<file path="src/rtl/regfile_pkg.sv">
// Shared constants and enums for the register-file writeback port arbiter.
package regfile_pkg;

    localparam int unsigned ADDR_W   = 5;
    localparam int unsigned DATA_W   = 32;
    localparam int unsigned NUM_REGS = 32;
    localparam int unsigned ZERO_REG = 0;

    typedef enum logic {
        REQ_ALU = 1'b0,
        REQ_LD  = 1'b1
    } req_e;

    typedef enum logic {
        ST_CLEAR = 1'b0,
        ST_RUN   = 1'b1
    } state_e;

endpackage

</file>
<file path="src/rtl/regfile_wb_arbiter_rr_arb2.sv">
// Two-input round-robin arbiter; purely combinational, history held by the caller.
module rr_arb2
    import regfile_pkg::*;
(
    input  logic [1:0] req,
    input  req_e       last_grant,
    input  logic       en,
    output logic [1:0] gnt
);

    // Index 0 is the ALU, index 1 the load unit; a tie goes to whoever did not win last.
    always_comb begin
        gnt = 2'b00;
        if (en) begin
            case (req)
                2'b01:   gnt = 2'b01;
                2'b10:   gnt = 2'b10;
                2'b11:   gnt = (last_grant == REQ_LD) ? 2'b01 : 2'b10;
                default: gnt = 2'b00;
            endcase
        end
    end

endmodule

</file>
<file path="src/rtl/regfile_wb_arbiter.sv">
// Write-port sequencer/arbiter for the 32x32 register file (ALU vs load writeback).
// Define CLEAR_ON_RESET_EN to zero-clear x1..x31 after every reset.
module regfile_wb_arbiter #(
    parameter int unsigned ADDR_W = 5,
    parameter int unsigned DATA_W = 32
) (
    input  logic              clk,
    input  logic              rst,
    input  logic              alu_valid,
    output logic              alu_ready,
    input  logic [ADDR_W-1:0] alu_rd,
    input  logic [DATA_W-1:0] alu_wd,
    input  logic              ld_valid,
    output logic              ld_ready,
    input  logic [ADDR_W-1:0] ld_rd,
    input  logic [DATA_W-1:0] ld_wd,
    output logic              WE3,
    output logic [ADDR_W-1:0] A3,
    output logic [DATA_W-1:0] WD3,
    output logic              busy,
    output logic [7:0]        stall_cnt
);

    import regfile_pkg::*;

    logic              run;
    logic [ADDR_W-1:0] clr_addr;
    logic [1:0]        gnt;
    logic              alu_fire;
    logic              ld_fire;
    req_e              last_grant_q;
    req_e              last_grant_d;
    logic              we3_d;
    logic [ADDR_W-1:0] a3_d;
    logic [DATA_W-1:0] wd3_d;
    logic [7:0]        stall_d;

`ifdef CLEAR_ON_RESET_EN
    state_e            state_q;
    state_e            state_d;
    logic [ADDR_W-1:0] clr_idx_q;
    logic [ADDR_W-1:0] clr_idx_d;

    always_ff @(posedge clk) begin
        if (rst) begin
            state_q   <= ST_CLEAR;
            clr_idx_q <= ADDR_W'(1);
        end else begin
            state_q   <= state_d;
            clr_idx_q <= clr_idx_d;
        end
    end

    // Walk x1..x31 once, then hand the port to the requesters.
    always_comb begin
        state_d   = state_q;
        clr_idx_d = clr_idx_q;
        if (state_q == ST_CLEAR) begin
            clr_idx_d = clr_idx_q + ADDR_W'(1);
            if (clr_idx_q == ADDR_W'(NUM_REGS - 1)) begin
                state_d = ST_RUN;
            end
        end
    end

    assign run      = (state_q == ST_RUN);
    assign clr_addr = clr_idx_q;
`else
    assign run      = 1'b1;
    assign clr_addr = '0;
`endif

    assign busy = !run;

    rr_arb2 u_arb (
        .req        ({ld_valid, alu_valid}),
        .last_grant (last_grant_q),
        .en         (run),
        .gnt        (gnt)
    );

    assign alu_ready = gnt[0];
    assign ld_ready  = gnt[1];
    assign alu_fire  = alu_valid && alu_ready;
    assign ld_fire   = ld_valid && ld_ready;

    // Next write-port value; address and data hold when nothing is accepted.
    always_comb begin
        we3_d        = 1'b0;
        a3_d         = A3;
        wd3_d        = WD3;
        last_grant_d = last_grant_q;
        stall_d      = stall_cnt;
        if (!run) begin
            we3_d = 1'b1;
            a3_d  = clr_addr;
            wd3_d = '0;
        end else if (alu_fire) begin
            we3_d        = (alu_rd != ADDR_W'(ZERO_REG));
            a3_d         = alu_rd;
            wd3_d        = alu_wd;
            last_grant_d = REQ_ALU;
        end else if (ld_fire) begin
            we3_d        = (ld_rd != ADDR_W'(ZERO_REG));
            a3_d         = ld_rd;
            wd3_d        = ld_wd;
            last_grant_d = REQ_LD;
        end
        if (run && ((alu_valid && !alu_ready) || (ld_valid && !ld_ready))
            && (stall_cnt != 8'hFF)) begin
            stall_d = stall_cnt + 8'd1;
        end
    end

    always_ff @(posedge clk) begin
        if (rst) begin
            WE3          <= 1'b0;
            A3           <= '0;
            WD3          <= '0;
            stall_cnt    <= 8'd0;
            last_grant_q <= REQ_LD;
        end else begin
            WE3          <= we3_d;
            A3           <= a3_d;
            WD3          <= wd3_d;
            stall_cnt    <= stall_d;
            last_grant_q <= last_grant_d;
        end
    end

endmodule

</file>
<file path="config.mk">
export PLATFORM = sky130hd
export DESIGN_NAME = regfile_wb_arbiter
export DESIGN_NICKNAME = d
export VERILOG_FILES = /design/src/rtl/regfile_pkg.sv /design/src/rtl/regfile_wb_arbiter_rr_arb2.sv /design/src/rtl/regfile_wb_arbiter.sv
export SDC_FILE = /design/constraint.sdc
export NUM_CORES = 1
export LEC_CHECK = 0
export ABC_CLOCK_PERIOD_IN_PS = 4000
export CAP_MARGIN = 10
export CORE_ASPECT_RATIO = 2
export CORE_MARGIN = 2
export CORE_UTILIZATION = 41
export DETAILED_ROUTE_END_ITERATION = 16
export PLACE_DENSITY = 0.86
export SLEW_MARGIN = 20
export SYNTH_ARGS = -nofsm -noshare
export SYNTH_HDL_FRONTEND = slang
export SYNTH_SLANG_ARGS = --single-unit
</file>
<file path="constraint.sdc">
create_clock -name clk -period 4 [get_ports clk]
set_input_delay 0.6 -clock clk [delete_from_list [all_inputs] [get_ports clk]]
set_output_delay 0.6 -clock clk [all_outputs]
set_load 0.02 [all_outputs]
</file>
# Word-level counts from Yosys, hierarchy flattened
# Index checks and enable logic that the tools add are counted.
[word_totals]
register_bits = 47
latchBits = 0
ram_bits = 0
mem_bits_ro = 0
inputBits = 78
elab_cells = 31
mem_count = 0
[classes]
n_addsub = 1
multipliers = 0
n_div = 0
order_cmp = 0
eq_ne = 4
shift = 0
n_mux = 10
bitwise_logic = 0
reduce_logical = 11
[op_table]
columns = ["op", "count"]
rows = [
  ["$mux 32", 2],
  ["$mux 5", 2],
  ["$reduce_bool 5->1", 2],
  ["$add 8x1->8 const B", 1],
  ["$ne 8x8->1 const B", 1],
  ["$pmux 2 s3", 1],
  ["$logic_and 1x1->1", 5],
  ["$eq 2x2->1 const B", 2],
  ["$mux 1", 4],
  ["$eq 2x1->1 const B", 1],
  ["$logic_not 1->1", 2],
  ["$mux 2", 1],
  ["$reduce_bool 2->1", 1],
  ["$logic_or 1x1->1", 1],
]

# Longest topological paths before layout
[depth]
depth_word = 6
depth_mapped = 6
depth_no_buf = 5

# Modules after synthesis
# From an unflattened synthesis, not the netlist that was laid out.
[hier_totals]
hier_cells = 272
area_unflattened_um2 = 2203.4
[modules_own_cells]
columns = ["mod", "instances", "cells_per_inst", "area_per_inst_um2"]
rows = [
  ["regfile_wb_arbiter", 1, 267, 2182.1],
  ["rr_arb2", 1, 5, 21.3],
]

# Least setup slack after synthesis
# No wires, ideal clock.
[synth_path]
path_kind = "input to output"
from = "input port alu_valid"
to = "output port alu_ready"
arrival_time_ns = 1.426
required_ns = 3.400
path_slack_ns = 1.974
path_stages = 5
n_path_buf = 2
path_cell_list = "nand2_1 > and2_2 > buf_4 > buf_6 > nor2_1"
[synth_via]
elab_chain_len = 2
word_cells_on_any_way = 4
[synth_rtl]
columns = ["element", "line_no", "text"]
rows = [
  ["start: declaration", "regfile_wb_arbiter.sv:9", "input logic alu_valid,"],
  ["$eq 2x2->1 or $eq 2x1->1 (tied branches)", "regfile_wb_arbiter_rr_arb2.sv:15", "case (req)"],
  ["$pmux 2 s3 (*)", "regfile_wb_arbiter_rr_arb2.sv:15", ""],
  ["end: declaration", "regfile_wb_arbiter.sv:10", "output logic alu_ready,"],
]
# Every way passes the cells marked *; elsewhere a longest branch is shown, timed or not.

# Worst setup path in the final report
[layout_path]
from = "input port alu_valid"
to = "output port ld_ready"
[layout_via]
elab_chain_len = 2
word_cells_on_any_way = 4
[layout_rtl]
columns = ["element", "line_no", "text"]
rows = [
  ["$eq 2x2->1 or $eq 2x1->1 (tied branches)", "regfile_wb_arbiter_rr_arb2.sv:15", ""],
  ["$pmux 2 s3 (*)", "regfile_wb_arbiter_rr_arb2.sv:15", ""],
  ["end: declaration", "regfile_wb_arbiter.sv:14", "output logic ld_ready,"],
]
# Marks and branches as above.

==> summary.txt <==
Worst hold path
  • Hold WC Path Type: flip-flop to flip-flop
  • Min-Delay Endpoint: WD3[0]
  • Hold_sp: WD3[0]
  • Worst hold path depth: 2

Synth
  • Syn avg cell area: 9.37 um^2
  • Sequential area share after synthesis: 43.6%
  • Post-synth EDFFs: 0
  • Post-Syn Area: 2160 um^2
  • Synthesized instance count: 230
  • Cell variety after synth: 29
  • Asr flop ratio synth: 0%
  • Yosys reg bits: 47
  • YS warnings: 0
  • Top_reg_cell synth: dfxtp_1
  • Syn nets: between 300 and 400

Routing
  • Via count: 2079
  • DRT iter0 DRCs: 40
  • Drc violations: 0
  • Via/cell ratio: 5.15
  • Routed WL per cell: 14.4 um
  • Post-DRT Antenna Nets: 0
  • Router iterations before antenna repair: 4
  • Final WL: just under 6000 um

Worst setup path
  • Critical path buffers and inverters: 3
  • Worst endpoint required time: 3400 ps
  • Element type at the critical path start: input port
  • Type of the worst setup path: input port to output pin
  • Reg-to-reg slack, setup: 2360 ps
  • Critical path capture point type: output pin
  • Slowest cell delay on critical path: 680 ps
  • RR Endpoint: stall_cnt[1]
  • Crit path arrival time: between 2000 and 2500 ps
  • Cell depth of the worst flop-to-flop path: 5
  • Crit-path most repeated cell: clkdlybuf4s50_1
  • Cell family with most CP delay: buffers and inverters
  • Crit-path cells: clkdlybuf4s50_1, nand2_1, and2_2, buf_4, clkdlybuf4s50_1
  • Reg-to-Reg Start: stall_cnt[1]
  • CP max FO: 23
  • CP max-delay cell: clkdlybuf4s50_1

Pwr
  • Static leakage: 1.33 nW
  • Design Power: 1.07 mW
  • Power Dens Cells: 308 nW/um^2
  • Maximum vdd drop: 0.000278 V

Global routing
  • Initial antenna violation count: 0
  • First-pass GRT wire length: around 9400 um
  • Largest net degree at the start of global routing: 48
  • Vias in the first global route: 2010
  • Tot GR Track Use: 19.8%
  • Global route overflow: 0

Clocking
  • Num CTS Buffers: 5
  • Max clock buf depth: 2
  • Clock sinks: 47
  • # H-tree levels: 2
  • CTS clk-pin slew, worst paths: 80 ps
  • CTS root buf: clkbuf_8
  • Setup Buffers After CTS: 0
  • Hold-fix buffers, CTS: 0
  • Post-CTS sizing: 0
  • Clk_lat worst skew: approximately 280 ps
  • CTS tree: yes

Timing
  • Slew headroom: 43.0%
  • Worst-margin pin slew: roughly 850 ps
  • Tmin final: 3040 ps
  • Fin crit share: 75.9%
  • RSZ-0062 raised after global routing: false
  • Clock Skew: 4.29 ps
  • Highest clock rate: between 300 and 400 MHz
  • Final hold violation count: 0
  • Setup TNS: 0 ps
  • Setup-failing EPs final: 0
  • Max-slew violations: 0

Outcome
  • Status: completed

Place
  • Port buffer count: 125
  • Final GP Congestion: 0.752
  • Final HPWL DP: 4540 um

Floorplanning
  • Die height: 107 um
  • Chip width: 55.3 um
  • CORE AREA: 5090 um^2
  • Die Area: 5890 um^2
  • Core Rows: 37
  • Number of placed I/O pins: 127
  • Starting Density: 42.3%

Cells and area
  • Antenna cells: 0
  • Nets: roughly 430
  • Most frequent cells in the layout: clkdlybuf4s50_1 (124), nor2_1 (50), dfxtp_1 (47)
  • Commonest non-fill, non-tap cell in the layout: clkdlybuf4s50_1
  • Layout cells sized above 1: 4.34%
  • Area grow syn2layout: 60.7%

Job
  • Max cap viols: 0
==> layer usage <==
layer  track usage, %  up-vias  wire length, um
li1                 -     1062                -
met1             20.1      932             2010
met2             38.3       75             3330
met3             4.14       10              332
met4             7.14        0              124
met5                0        -                0
==> synth_stat cells, drive strengths merged, types with 2 or more instances <==
master   n  share of area (%)
nor2    50                8.7
dfxtp   47                 44
mux2i   39                 18
a211oi  37                 13
clkbuf  12                2.1
buf      7                3.1
nor3     7                1.6
nand2    5               0.87
a31oi    3               0.87
nand4    3                1.6
a21oi    2               0.46
inv      2               0.35
nand3    2               0.46
==> kinds of logic after synthesis <==
kind of cell	count (synthesis)	share of synthesized area [%]
flops	47	43.6
compound gates	47	16.0
xor+xnor	1	0.406
fa+ha+maj	1	0.580
buf+inv	21	5.57
mux	39	18.1
other cells	1	0.174
simple gates	73	15.5
==> sequential cells by signal (all words and copies together) (netlist names) <==
name,flops
WD3,32
A3,5
stall_cnt,8
WE3,1
last_grant_q,1
==> worst max-delay path by stage <==
stage | start | to | cells after the start
3_5_place_dp | alu_valid | ld_ready | 5
2_1_floorplan | alu_valid | alu_ready | 5
5_1_grt | ld_valid | ld_ready | 4
3_3_place_gp | ld_valid | ld_ready | 4
4_1_cts | alu_valid | ld_ready | 5
6_report | alu_valid | ld_ready | 5
==> power by group <==
part / internal, mW / total, mW / switching, mW
Sequential: 0.502 / 0.520 / 0.0182
Combinational: 0.166 / 0.295 / 0.129
Clock: 0.117 / 0.254 / 0.137
Total: 0.785 / 1.07 / 0.284
==> cell type report <==
| type | count | area [um^2] |
|---|---|---|
| Timing Repair Buffer | 129 | 1280 |
| Multi-Input combinational cell | 162 | 1090 |
| Inverter | 2 | 7.51 |
| Sequential cell | 47 | 941 |
| Fill cell | 423 | 1630 |
| Tap cell | 58 | 72.6 |
| Clock buffer | 6 | 72.6 |
==> per-stage QoR <==
stage | setup WS [ps] | instance area (um^2) | cells | hold slack, ps | util, %
floorplan | 1970 | 2160 | 230 | 460 | -
CTS | 950 | 3460 | 404 | 501 | 68.0
detailed placement | 946 | 3390 | 398 | 490 | 66.6
finish | 962 | 3460 | 404 | 497 | 68.0
global route | 850 | 3460 | 404 | 511 | 68.0
global placement | 999 | 3390 | 398 | 485 | 66.6
==> worst register-to-register path, stage by stage, from the launching register on <==
cell      delay [ps]
dfxtp_1          470
ha_1             270
nand3_1          160
o21bai_1         320
mux2i_1          240
nor2_1            50
Note: power is estimated with default switching activity, not from simulation.
